==> config.mk <==
export PLATFORM = sky130hd
export DESIGN_NAME = vga_sync_decoder
export DESIGN_NICKNAME = d
export VERILOG_FILES = /design/src/rtl/vga_sync_decoder.sv
export SDC_FILE = /design/constraint.sdc
export NUM_CORES = 1
export LEC_CHECK = 0
export ABC_AREA = 1
export BUFFER_PORTS_ARGS = -buffer_cell sky130_fd_sc_hd__buf_4
export CORE_MARGIN = 3
export CORE_UTILIZATION = 25
export CTS_BUF_LIST = sky130_fd_sc_hd__clkbuf_16
export CTS_CLUSTER_DIAMETER = 40
export DETAILED_ROUTE_END_ITERATION = 8
export PLACE_DENSITY = 0.43
export SETUP_SLACK_MARGIN = 0.2
export SLEW_MARGIN = 40
export SYNTH_ARGS = -nofsm -noshare
export SYNTH_HDL_FRONTEND = slang
export SYNTH_SLANG_ARGS = --single-unit
==> constraint.sdc <==
create_clock -name clk_25MHz -period 3.2 [get_ports clk_25MHz]
set_input_delay 0.64 -clock clk_25MHz [delete_from_list [all_inputs] [get_ports clk_25MHz]]
set_output_delay 0.64 -clock clk_25MHz [all_outputs]
set_load 0.02 [all_outputs]
==> src/rtl/vga_sync_decoder.sv <==
// Receive-side VGA timing decoder: measures line/frame periods from incoming syncs, regenerates
// pixel coordinates and an active-video flag, and declares lock after consecutive matching frames.
module vga_sync_decoder #(
  parameter int unsigned H_TOTAL         = 800,
  parameter int unsigned H_OFFSET        = 144,
  parameter int unsigned H_ACTIVE        = 640,
  parameter int unsigned V_TOTAL         = 525,
  parameter int unsigned V_OFFSET        = 35,
  parameter int unsigned V_ACTIVE        = 480,
  parameter int unsigned SYNC_ACTIVE_LOW = 1,
  parameter int unsigned LOCK_FRAMES     = 2
) (
  input  logic        clk_25MHz,
  input  logic        reset,
  input  logic        hsync_in,
  input  logic        vsync_in,
  output logic [15:0] x_pos,
  output logic [15:0] y_pos,
  output logic        active_video,
  output logic [15:0] h_period,
  output logic [15:0] v_period,
  output logic        frame_start,
  output logic        locked,
  output logic        sync_error
);

  localparam logic [15:0] HTotal   = 16'(H_TOTAL);
  localparam logic [15:0] HStart   = 16'(H_OFFSET);
  localparam logic [15:0] HEnd     = 16'(H_OFFSET + H_ACTIVE);
  localparam logic [15:0] VTotal   = 16'(V_TOTAL);
  localparam logic [15:0] VStart   = 16'(V_OFFSET);
  localparam logic [15:0] VEnd     = 16'(V_OFFSET + V_ACTIVE);
  localparam logic [15:0] HTimeout = 16'(2 * H_TOTAL);
  localparam logic [15:0] CntMax   = 16'hFFFF;
  localparam int unsigned MatchW   = (LOCK_FRAMES < 2) ? 1 : $clog2(LOCK_FRAMES + 1);
  localparam logic [MatchW-1:0] LockLast = MatchW'(LOCK_FRAMES - 1);
  localparam logic Pol = (SYNC_ACTIVE_LOW != 0);

  typedef enum logic [1:0] {StSearch, StCheck, StLocked} state_e;

  logic              hs_q, hs_prev_q, vs_q, vs_prev_q;
  logic [15:0]       h_cnt_q, h_cnt_d, v_cnt_q, v_cnt_d;
  logic [15:0]       h_period_q, h_period_d, v_period_q, v_period_d;
  logic [15:0]       x_q, x_d, y_q, y_d;
  logic              av_q, av_d, fs_q, err_q, err_d, bad_line_q, bad_line_d;
  logic [MatchW-1:0] match_q, match_d;
  state_e            state_q, state_d;

  logic        hs_edge, vs_edge, h_bad, frame_bad, timeout;
  logic [15:0] h_meas, v_meas;

  always_comb begin
    hs_edge   = hs_q & ~hs_prev_q;
    vs_edge   = vs_q & ~vs_prev_q;
    h_meas    = (h_cnt_q == CntMax) ? CntMax : h_cnt_q + 16'd1;
    // A same-cycle hsync edge closes the last line of the frame that vsync is ending.
    v_meas    = (hs_edge && v_cnt_q != CntMax) ? v_cnt_q + 16'd1 : v_cnt_q;
    h_bad     = hs_edge & (h_meas != HTotal);
    frame_bad = bad_line_q | h_bad;
    timeout   = ~hs_edge & (h_cnt_q == HTimeout);

    h_cnt_d    = hs_edge ? 16'd0 : ((h_cnt_q == CntMax) ? CntMax : h_cnt_q + 16'd1);
    v_cnt_d    = vs_edge ? 16'd0 : v_meas;
    h_period_d = hs_edge ? h_meas : h_period_q;
    v_period_d = vs_edge ? v_meas : v_period_q;
    bad_line_d = vs_edge ? 1'b0 : frame_bad;

    av_d = (h_cnt_q >= HStart) && (h_cnt_q < HEnd) && (v_cnt_q >= VStart) && (v_cnt_q < VEnd);
    x_d  = av_d ? h_cnt_q - HStart : 16'd0;
    y_d  = av_d ? v_cnt_q - VStart : 16'd0;
  end

  always_comb begin
    state_d = state_q;
    match_d = match_q;
    err_d   = 1'b0;
    unique case (state_q)
      StSearch: begin
        if (vs_edge) begin
          state_d = StCheck;
          match_d = '0;
        end
      end
      StCheck: begin
        if (vs_edge) begin
          if (v_meas == VTotal && !frame_bad) begin
            if (match_q == LockLast) begin
              state_d = StLocked;
              match_d = '0;
            end else begin
              match_d = match_q + 1'b1;
            end
          end else begin
            match_d = '0;
          end
        end
      end
      StLocked: begin
        if (h_bad || (vs_edge && v_meas != VTotal)) begin
          err_d   = 1'b1;
          state_d = StSearch;
          match_d = '0;
        end
      end
      default: state_d = StSearch;
    endcase
    // Loss of hsync overrides everything; equality fires once since h_cnt then keeps counting.
    if (timeout) begin
      err_d   = (state_q == StLocked);
      state_d = StSearch;
      match_d = '0;
    end
  end

  always_ff @(posedge clk_25MHz) begin
    if (reset) begin
      hs_q       <= 1'b0;
      hs_prev_q  <= 1'b0;
      vs_q       <= 1'b0;
      vs_prev_q  <= 1'b0;
      h_cnt_q    <= '0;
      v_cnt_q    <= '0;
      h_period_q <= '0;
      v_period_q <= '0;
      x_q        <= '0;
      y_q        <= '0;
      av_q       <= 1'b0;
      fs_q       <= 1'b0;
      err_q      <= 1'b0;
      bad_line_q <= 1'b0;
      match_q    <= '0;
      state_q    <= StSearch;
    end else begin
      hs_q       <= hsync_in ^ Pol;
      hs_prev_q  <= hs_q;
      vs_q       <= vsync_in ^ Pol;
      vs_prev_q  <= vs_q;
      h_cnt_q    <= h_cnt_d;
      v_cnt_q    <= v_cnt_d;
      h_period_q <= h_period_d;
      v_period_q <= v_period_d;
      x_q        <= x_d;
      y_q        <= y_d;
      av_q       <= av_d;
      fs_q       <= vs_edge;
      err_q      <= err_d;
      bad_line_q <= bad_line_d;
      match_q    <= match_d;
      state_q    <= state_d;
    end
  end

  assign x_pos        = x_q;
  assign y_pos        = y_q;
  assign active_video = av_q;
  assign h_period     = h_period_q;
  assign v_period     = v_period_q;
  assign frame_start  = fs_q;
  assign sync_error   = err_q;
  assign locked       = (state_q == StLocked);

endmodule

==> results.sh, run 1 <==
export IMPL_hpwl_mm=10.35
export IMPL_crit_top_cell="nand2_1"
export IMPL_wl_met2_mm=5.634
export IMPL_firstDrtPassIters=4
export IMPL_drtAntennaViolNets=0
export IMPL_cp_cell_sequence="ha_1 > nand3_4 > inv_2 > nand2_2 > nor2_2 > nor2_2 > o21ai_0 > nor2_1 > nand2_1 > nor2_2 > nand2_2 > nor2_1 > nand2_1 > nand2_1 > nand4_1 > nand2_1 > inv_1"
export IMPL_rows=50
export IMPL_cts_max_path_buffers=2
export IMPL_cp_arrival_ns=2.72
export IMPL_grtUsageTotal_pct=13.01
export IMPL_ys_ff_latch=108
export IMPL_fin_crit_ns=2.463
export IMPL_met3WireLength_microns=666
export IMPL_die_h_microns=145.8
export IMPL_wl_met1_mm=7.066
export IMPL_cts_tree="yes"
export IMPL_grt_max_degree=24
export IMPL_synthCells=701
export IMPL_wl_per_cell_microns=13.15
export IMPL_holdBufCountCts=0
export IMPL_highest_layer="met4"
export IMPL_drt_initial_drc_count=298
export IMPL_relSlewSlack_pct=58.96
export IMPL_worst_pin_slew_ns=0.6141
export IMPL_routed_wl_mm=13.60
export IMPL_synth_area_leaders="dfxtp_1, nand2_1, nor2_1"
export IMPL_synth_top_cell_area_share_pct=44.25
export IMPL_finalSetupViolations=0
export IMPL_grt_pass1_vias=4285
export IMPL_antenna_found_initial=0
export IMPL_avgSynthCellArea_sq_um=6.970
export IMPL_maxCapViolCount=0
export IMPL_pre_cts_ws_ns=0.7271
export IMPL_cts_resized=0
export IMPL_area_delta_synth_final_pct=22.77
export IMPL_power_density_mw_per_mm2=438.4
export IMPL_postCtsSetupBuffers=0
export IMPL_ioPinCount=72
export IMPL_status="completed"
export IMPL_final_cell_mix="nand2_1, nor2_1, dfxtp_1, inv_1, buf_4"
export IMPL_place_area_sq_mm=0.005707
export IMPL_path_max_fanout=13
export IMPL_drc=0
export IMPL_vias=4405
export IMPL_vdd_ir_drop_max_uv=270.8
export IMPL_critPathCaptureType="register"
export IMPL_die_w_microns=145.8
export IMPL_cts_root_buf="clkbuf_16"
export IMPL_slew_viol_final=0
export IMPL_syn_area_sq_mm=0.004886
export IMPL_avgViaCountPerCell=4.260
export IMPL_grt_pass1_wl_mm=22.35
export IMPL_crit_type="register to register"
export IMPL_finalClockSkew_ns=0.01022
export IMPL_rsz0062_at_grt="false"
export IMPL_cp_start_kind="register"
export IMPL_final_common_cell="nand2_1"
export IMPL_postLayoutCellArea_sq_mm=0.005998
export IMPL_clock_sinks=108
export IMPL_gp_congestion=0.8064
export IMPL_ys_warnings_count=0
export IMPL_nets=780
export IMPL_hold_viol=0
export IMPL_numCtsBuffers=9
export IMPL_fin_setup_tns_ns=0
export IMPL_core_area_sq_mm=0.01896
export IMPL_slowest_stage="nor2_2"
export IMPL_htreeDepth=3
export IMPL_min_path_cells=2
export IMPL_synth_area_leader_cell="dfxtp_1"
export IMPL_timing_final_crit_share_pct=76.98
export IMPL_seq_area_frac_synth_pct=44.25
export IMPL_grt_overflow=0
export IMPL_cellLeakagePower_nw=2.752
export IMPL_setup_slack_ns=0.7366
export IMPL_clkTransAtPathRegs_ns=0.07
export IMPL_reg2reg_depth=17
export IMPL_clk_insertion_delay_late_ns=0.36
export IMPL_start_util_pct=25.78
export IMPL_total_power_mw=2.629
export IMPL_n_antenna_cell=0
export IMPL_numPortBuffers=71
export IMPL_hp_class="input pin to register"
export IMPL_die_area_sq_mm=0.02126
export IMPL_crit_path_max_incr_delay_ns=0.40
export IMPL_fmax_mhz=405.9
export IMPL_yosysUniqueCellTypes=36
export IMPL_drive_gt1_share_pct=15.76
export IMPL_cp_required_ns=3.46
## per-layer routing
metal / up-vias / GRT usage (%)
met2: 71 / 18.68
met1: 1977 / 18.96
met3: 11 / 2.709
li1: 2346 / -
met5: - / 0
met4: 0 / 5.081
## metrics by stage
stage / utilization (%) / hold slack [ns] / cells
floorplan: - / 0.4087 / 703
global placement: 30.11 / 0.4198 / 1018
detailed placement: 30.11 / 0.4220 / 1018
CTS: 31.64 / 0.4079 / 1034
global route: 31.64 / 0.4212 / 1034
finish: 31.64 / 0.4256 / 1034
## cells by family after synthesis
logic type | share of synthesized area, %
xor gates and xnor gates | 1.076
DFF | 44.25
buffers and inverters | 9.449
adders and majority gates | 1.792
AOI/OAI and AO/OA | 8.323
other | 0.07675
and+or+nand+nor | 35.03
## worst paths after layout
path              start  slack [ns]          to
max          v_cnt_q[0]        0.74  state_q[0]
min            hsync_in        0.43        hs_q
max reg2reg  v_cnt_q[0]        0.74  state_q[0]
min reg2reg        vs_q        0.43   vs_prev_q
## critical path: cells and delay by family (launching register included)
kind / cells / cell delay [ns]
AND/OR/NAND/NOR: 13 / 1.43
buffers and inverters: 2 / 0.07
adder cells (fa/ha/maj): 1 / 0.28
flip-flops: 1 / 0.36
AO/OA/AOI/OAI: 1 / 0.23
## layout make-up
class | instances | area, sq um
Tap cell | 260 | 325.3
Sequential cell | 108 | 2162
Timing Repair Buffer | 75 | 575.6
Inverter | 95 | 356.6
Multi-Input combinational cell | 480 | 2287
Clock buffer | 9 | 225.2
Fill cell | 2084 | 12960
Clock inverter | 7 | 66.31
## sequential cells by signal (all words and copies together), names as in the netlist
name / flops
h_cnt_q: 16
x_pos: 16
v_cnt_q: 16
bad_line_q: 1
sync_error: 1
y_pos: 16
vs_prev_q: 1
match_q: 2
hs_prev_q: 1
h_period: 16
state_q: 2
v_period: 16
frame_start: 1
active_video: 1
hs_q: 1
vs_q: 1
## cells in the mapped netlist
| cell | n |
|---|---|
| nor3_1 | 9 |
| o2111ai_1 | 1 |
| inv_1 | 90 |
| nand3_4 | 1 |
| a32o_1 | 4 |
| o21ai_1 | 4 |
| a211oi_1 | 1 |
| nand3_2 | 2 |
| o31ai_1 | 1 |
| nand3_1 | 55 |
| dfxtp_1 | 108 |
| or2_2 | 2 |
| nor3b_1 | 2 |
| a21oi_1 | 15 |
| buf_6 | 2 |
| nand4_1 | 14 |
| nand3b_1 | 1 |
| clkbuf_1 | 8 |
| nor2_1 | 112 |
| conb_1 | 1 |
| buf_4 | 1 |
| nor2_2 | 9 |
| buf_2 | 9 |
| nand2_4 | 2 |
| o311ai_1 | 1 |
| o21ai_2 | 2 |
| nor2_4 | 3 |
| o21ai_0 | 38 |
| clkinv_1 | 1 |
| ha_1 | 7 |
| a31oi_1 | 5 |
| nand2_2 | 7 |
| nor4_1 | 2 |
| xor2_1 | 6 |
| nand2_1 | 171 |
| inv_2 | 4 |
## report_power, final
group          leakage [nW]  internal, mW  switching, mW
logic                  1.74        0.0375         0.0886
clock network         0.141         0.604          0.528
registers             0.874          1.36         0.0131
total                  2.75          2.00          0.629
Power figures use the tool's default switching activity.
==> run 2, diff against run 1 <==
clock period = 2.57 ns   (was 3.2 ns; I/O delays follow)
==> run 2 against run 1 <==
  * Clock skew shrank 0.0012 ns
  * Global-route usage is 0.13 points higher
  * Largest power group unchanged
  * Combinational power is 37% higher
  * Core utilization rose by 1.5 points
  * Die area stayed put
  * Critical endpoint is now x_pos[14]
  * Cell area increased by 4.8%
  * Worst setup slack got worse by 0.31 ns
  * Sequential share of layout area is 1.0 points lower
  * Hold slack worse by 0.12 ns
  * Non-clock buffer count rose by 14
  * Largest cell class unchanged
  * Clock power grew 31%
==> results.sh, run 2 (same netlist as run 1, synthesis figures left out) <==
export IMPL_status="completed"
export IMPL_clkTransAtPathRegs_ns=0.07
export IMPL_crit_type="register to register"
export IMPL_critPathCaptureType="register"
export IMPL_drive_gt1_share_pct=22.94
export IMPL_seqPwrFrac_pct=50.8
export IMPL_drc=0
export IMPL_cellLeakagePower_nw=2.879
export IMPL_maxCapViolCount=0
export IMPL_power_density_mw_per_mm2=535.1
export IMPL_vdd_ir_drop_max_uv=312.7
export IMPL_drt_initial_drc_count=216
export IMPL_worst_pin_slew_ns=0.6119
export IMPL_dpl_cell_count=1028
export IMPL_timing_final_crit_share_pct=83.23
export IMPL_holdBufCountCts=0
export IMPL_finalSetupViolations=0
export IMPL_grtUsageTotal_pct=13.13
export IMPL_clock_sinks=108
export IMPL_cts_tree="yes"
export IMPL_vias=4482
export IMPL_core_area_sq_mm=0.01896
export IMPL_fin_setup_tns_ns=0
export IMPL_numPortBuffers=71
export IMPL_htreeDepth=3
export IMPL_final_cell_mix="nand2_1, nor2_1, inv_1, dfxtp_1, buf_4"
export IMPL_rsz0062_at_grt="true"
export IMPL_final_instance_count_excl_fill=1049
export IMPL_hold_viol=0
export IMPL_clkPwrFrac_pct=44.1
export IMPL_gp_congestion=0.8304
export IMPL_grt_max_degree=24
export IMPL_cp_start_kind="register"
export IMPL_cts_root_buf="clkbuf_16"
export IMPL_firstDrtPassIters=4
export IMPL_relSlewSlack_pct=59.11
export IMPL_hp_class="input pin to register"
export IMPL_drtAntennaViolNets=0
export IMPL_antenna_found_initial=0
export IMPL_fmax_mhz=467.5
export IMPL_n_antenna_cell=0
export IMPL_start_util_pct=25.78
export IMPL_power_combinational_fraction_pct=5.1
export IMPL_nets=795
export IMPL_hpwl_mm=10.54
export IMPL_routed_wl_mm=13.91
export IMPL_path_max_fanout=17
export IMPL_cp_arrival_ns=2.38
export IMPL_worst_hold_slack_ns=0.3033
export IMPL_clk_insertion_delay_late_ns=0.35
export IMPL_fin_crit_ns=2.139
export IMPL_numCtsBuffers=9
export IMPL_grt_pass1_wl_mm=22.57
export IMPL_p_switching_uw=767.7
export IMPL_die_w_microns=145.8
export IMPL_post_route_util_pct=33.16
export IMPL_cts_max_path_buffers=2
export IMPL_ioPinCount=72
export IMPL_rows=50
export IMPL_p_int_mw=2.596
export IMPL_grt_overflow=0
export IMPL_area_delta_synth_final_pct=28.66
export IMPL_cp_required_ns=2.81
export IMPL_die_area_sq_mm=0.02126
export IMPL_avgViaCountPerCell=4.273
export IMPL_p_sw_share_pct=22.82
export IMPL_grt_pass1_vias=4314
export IMPL_slew_viol_final=0
export IMPL_wl_per_cell_microns=13.26
export IMPL_final_common_cell="nand2_1"
export IMPL_finalClockSkew_ns=0.009054
export IMPL_die_h_microns=145.8
run 2: worst paths after layout:
path | cells after the start | slack (ns) | endpoint | from
setup / recovery | 10 | 0.43 | x_pos[14] | h_cnt_q[4]
hold / removal | 2 | 0.30 | vs_q | vsync_in
setup reg to reg | 10 | 0.43 | x_pos[14] | h_cnt_q[4]
hold reg to reg | 2 | 0.43 | vs_prev_q | vs_q
run 2: final cells by class:
cell class                 instances  area [sq um]
timing repair buffer              89         691.9
sequential                       108          2201
clock inverter                     7         90.09
clock buffer                       9         225.2
tap                              260         325.3
multi-input combinational        481          2396
fill                            2063         12670
inverter                          95         356.6
run 2: routing by layer:
metal	up-vias	GRT usage, %	wire length, microns
met4	0	5.366	206
met3	11	2.772	546
met1	2023	19.02	7346
met5	-	0	0
li1	2374	-	-
met2	74	18.86	5814
run 2: stage by stage:
stage                     setup WS [ns]  cell area [sq um]  power [mW]
after global placement          0.07819               5769       1.918
after detailed placement         0.1100               5769       1.915
after global routing             0.1081               6286       3.500
after CTS                        0.2464               6117       3.426
final                            0.4310               6286       3.364
after floorplan                  0.5122               4893       1.858
run 2: repair_timing:
item | 4_1_cts | 5_1_grt
gates resized for setup | 1 | 59
buffers inserted | 2 | 2
setup endpoints to repair | 20 | 35
pin swaps | 1 | 9
gates cloned | 0 | 1
run 2: power by group through the flow:
stage / logic [mW] / clock network, mW / registers (mW)
floorplan: 0.107 / 0 / 1.75
global placement: 0.171 / 0 / 1.75
detailed placement: 0.168 / 0 / 1.75
CTS: 0.169 / 1.55 / 1.71
global route: 0.196 / 1.59 / 1.71
finish: 0.172 / 1.48 / 1.71
run 2: worst max-delay path, stage by stage (launching register included):
cell	delay (ns)
dfxtp_1	0.32
buf_4	0.16
inv_1	0.12
ha_1	0.17
nand2_1	0.09
nor2_1	0.13
o2111ai_1	0.12
a31oi_1	0.28
o311ai_4	0.17
buf_6	0.20
a211oi_1	0.27
==> run 3, diff against run 2 <==
ABC_AREA = 0   (was 1)
PLACE_DENSITY = 0.45   (was 0.43)
clock period = 1.8 ns   (was 2.57 ns; I/O delays follow)
==> run 3 against run 2 <==
  * Global-route usage up 1.2 points
  * Critical path type unchanged
  * Largest cell class unchanged
  * Hold slack worse by 0.16 ns
  * Largest power group unchanged
  * Non-clock buffer count is 148 higher
  * Synthesized cell count shrank 22%
  * Sequential power is 44% higher
  * The run now ends with setup timing left
  * Count of clock-buffer cells in the layout stayed put
  * Core utilization rose by 11 points
  * Combinational power rose by 150%
  * Cell count fell by 5.2%
  * Power up 39%
==> results.sh, run 3 <==
export IMPL_numCtsBuffers=9
export IMPL_violations="setup timing"
export IMPL_maxCapViolCount=0
export IMPL_status="finished, violations left"
export IMPL_crit_type="register to register"
export IMPL_synth_top_cell_area_share_pct=45.16
export IMPL_final_instance_count_excl_fill=994
export IMPL_n_antenna_cell=0
export IMPL_vdd_ir_drop_max_uv=473.3
export IMPL_grt_pass1_wl_mm=23.49
export IMPL_cp_start_kind="register"
export IMPL_grt_overflow=0
export IMPL_worst_hold_slack_ns=0.1415
export IMPL_rsz0062_at_grt="true"
export IMPL_place_area_sq_mm=0.006605
export IMPL_vias=4562
export IMPL_hpwl_mm=10.79
export IMPL_postLayoutCellArea_sq_mm=0.008173
export IMPL_cts_max_path_buffers=2
export IMPL_nets=771
export IMPL_core_area_sq_mm=0.01839
export IMPL_cp_required_ns=2.11
export IMPL_async_flop_share_pct=0
export IMPL_grtUsageTotal_pct=14.29
export IMPL_die_w_microns=144.4
export IMPL_firstDrtPassIters=4
export IMPL_fin_crit_ns=2.330
export IMPL_grt_pass1_vias=4531
export IMPL_die_h_microns=144.4
export IMPL_ioPinCount=72
export IMPL_finalSetupViolations=52
export IMPL_hold_viol=0
export IMPL_nFillCells=1773
export IMPL_antenna_found_initial=0
export IMPL_rows=49
export IMPL_fmax_mhz=429.2
export IMPL_htreeDepth=3
export IMPL_drtAntennaViolNets=0
export IMPL_slew_viol_final=0
export IMPL_rrSetupSlack_ns=-0.53
export IMPL_relSlewSlack_pct=65.26
export IMPL_clkTransAtPathRegs_ns=0.07
export IMPL_synth_edf_count=0
export IMPL_syn_area_sq_mm=0.004787
export IMPL_grt_max_degree=40
export IMPL_dpl_cell_count=936
export IMPL_p_int_mw=3.527
export IMPL_numPortBuffers=71
export IMPL_clkPwrFrac_pct=38.3
export IMPL_clk_insertion_delay_late_ns=0.36
export IMPL_power_combinational_fraction_pct=9.1
export IMPL_p_switching_mw=1.148
export IMPL_wl_per_cell_microns=15.08
export IMPL_path_max_fanout=5
export IMPL_critPathCaptureType="register"
export IMPL_cts_root_buf="clkbuf_16"
export IMPL_finalClockSkew_ns=0.007728
export IMPL_final_cell_mix="buf_4, nor2_1, dfxtp_1, buf_6, nor2_4"
export IMPL_synth_area_leaders="dfxtp_1, nor2_1, a211oi_1"
export IMPL_gp_congestion=0.8525
export IMPL_setup_slack_ns=-0.5297
export IMPL_hp_class="input pin to register"
export IMPL_yosysUniqueCellTypes=62
export IMPL_synth_area_leader_cell="dfxtp_1"
export IMPL_cts_tree="yes"
export IMPL_final_common_cell="buf_4"
export IMPL_start_util_pct=26.03
export IMPL_synth_ff_type="dfxtp_1"
export IMPL_avgSynthCellArea_sq_um=8.720
export IMPL_ys_warnings_count=0
export IMPL_post_route_util_pct=44.44
export IMPL_synth_most_common_cell="nor2_1"
export IMPL_power_density_mw_per_mm2=572.0
export IMPL_worst_pin_slew_ns=0.5211
export IMPL_timing_final_crit_share_pct=129.4
export IMPL_ys_ff_latch=108
export IMPL_die_area_sq_mm=0.02084
export IMPL_holdBufCountCts=0
export IMPL_synthCells=549
export IMPL_seqPwrFrac_pct=52.7
export IMPL_seq_area_frac_synth_pct=45.16
export IMPL_clock_sinks=108
export IMPL_cellLeakagePower_nw=3.416
export IMPL_synth_common_cells="nor2_1, dfxtp_1, a211oi_1, nand2_1, clkbuf_1"
export IMPL_p_sw_share_pct=24.56
export IMPL_drive_gt1_share_pct=55.95
export IMPL_drc=0
export IMPL_cp_arrival_ns=2.64
export IMPL_drt_initial_drc_count=323
export IMPL_area_delta_synth_final_pct=70.73
export IMPL_routed_wl_mm=14.99
export IMPL_avgViaCountPerCell=4.590
-- run 3: stage by stage --
step	power [mW]	setup slack (ns)	TNS [ns]
final	4.675	-0.5297	-9.474
after global routing	4.867	-0.6115	-15.24
after CTS	4.712	-0.5375	-9.413
after detailed placement	2.888	-0.5580	-13.84
after global placement	2.882	-0.4764	-13.74
after floorplan	2.731	-0.3070	-4.690
-- run 3: final timing paths --
path | depth (start not counted) | from | endpoint
setup / recovery | 10 | h_cnt_q[0] | match_q[0]
hold / removal | 2 | vsync_in | vs_q
setup reg to reg | 10 | h_cnt_q[0] | match_q[0]
hold reg to reg | 2 | h_period[0] | h_period[0]
-- run 3: cell families (layout without fill, tap and decap cells) --
logic type,count (synthesis),count (layout),share of synthesized area (%)
AOI/OAI and AO/OA,84,84,13.07
xor gates and xnor gates,32,32,5.855
adders and majority gates,7,7,1.830
buffers and inverters,55,269,5.175
DFF,108,108,45.16
muxes,5,5,1.046
other,1,3,0.07834
and+or+nand+nor,257,257,27.78
-- run 3: worst max-delay path: stages (launching register included) --
cell	delay, ns
dfxtp_4	0.37
ha_4	0.16
nand4_4	0.15
buf_4	0.18
nor4_1	0.29
nor3b_2	0.11
a211oi_2	0.27
a31oi_4	0.19
buf_6	0.17
nor4_4	0.23
a22o_1	0.16
-- run 3: area by class of cell --
class / instances / area [sq um] / share of cell area (%)
multi-input combinational: 388 / 3369 / 41.23
timing repair buffer: 237 / 1983 / 24.27
clock buffer: 9 / 225.2 / 2.756
clock inverter: 7 / 30.03 / 0.3674
inverter: 16 / 67.56 / 0.8267
tap: 229 / 286.5 / 3.506
sequential: 108 / 2211 / 27.05
-- run 3: timing repair --
| item | CTS | global route |
|---|---|---|
| buffers inserted | 23 | 19 |
| gates resized for setup | 126 | 103 |
| pin swaps | 64 | 40 |
| setup endpoints to repair | 91 | 92 |
-- run 3: routing by layer --
metal,GRT usage [%],wire [microns]
met1,19.68,7168
met4,5.842,259
met2,22.21,7047
met5,0,0
met3,2.447,512
-- run 3: power by group through the flow --
stage	combinational [mW]	clock [mW]	sequential [mW]
6_report	0.424	1.79	2.46
5_1_grt	0.460	1.94	2.47
4_1_cts	0.392	1.86	2.46
3_5_place_dp	0.363	0	2.52
3_3_place_gp	0.360	0	2.52
2_1_floorplan	0.163	0	2.57
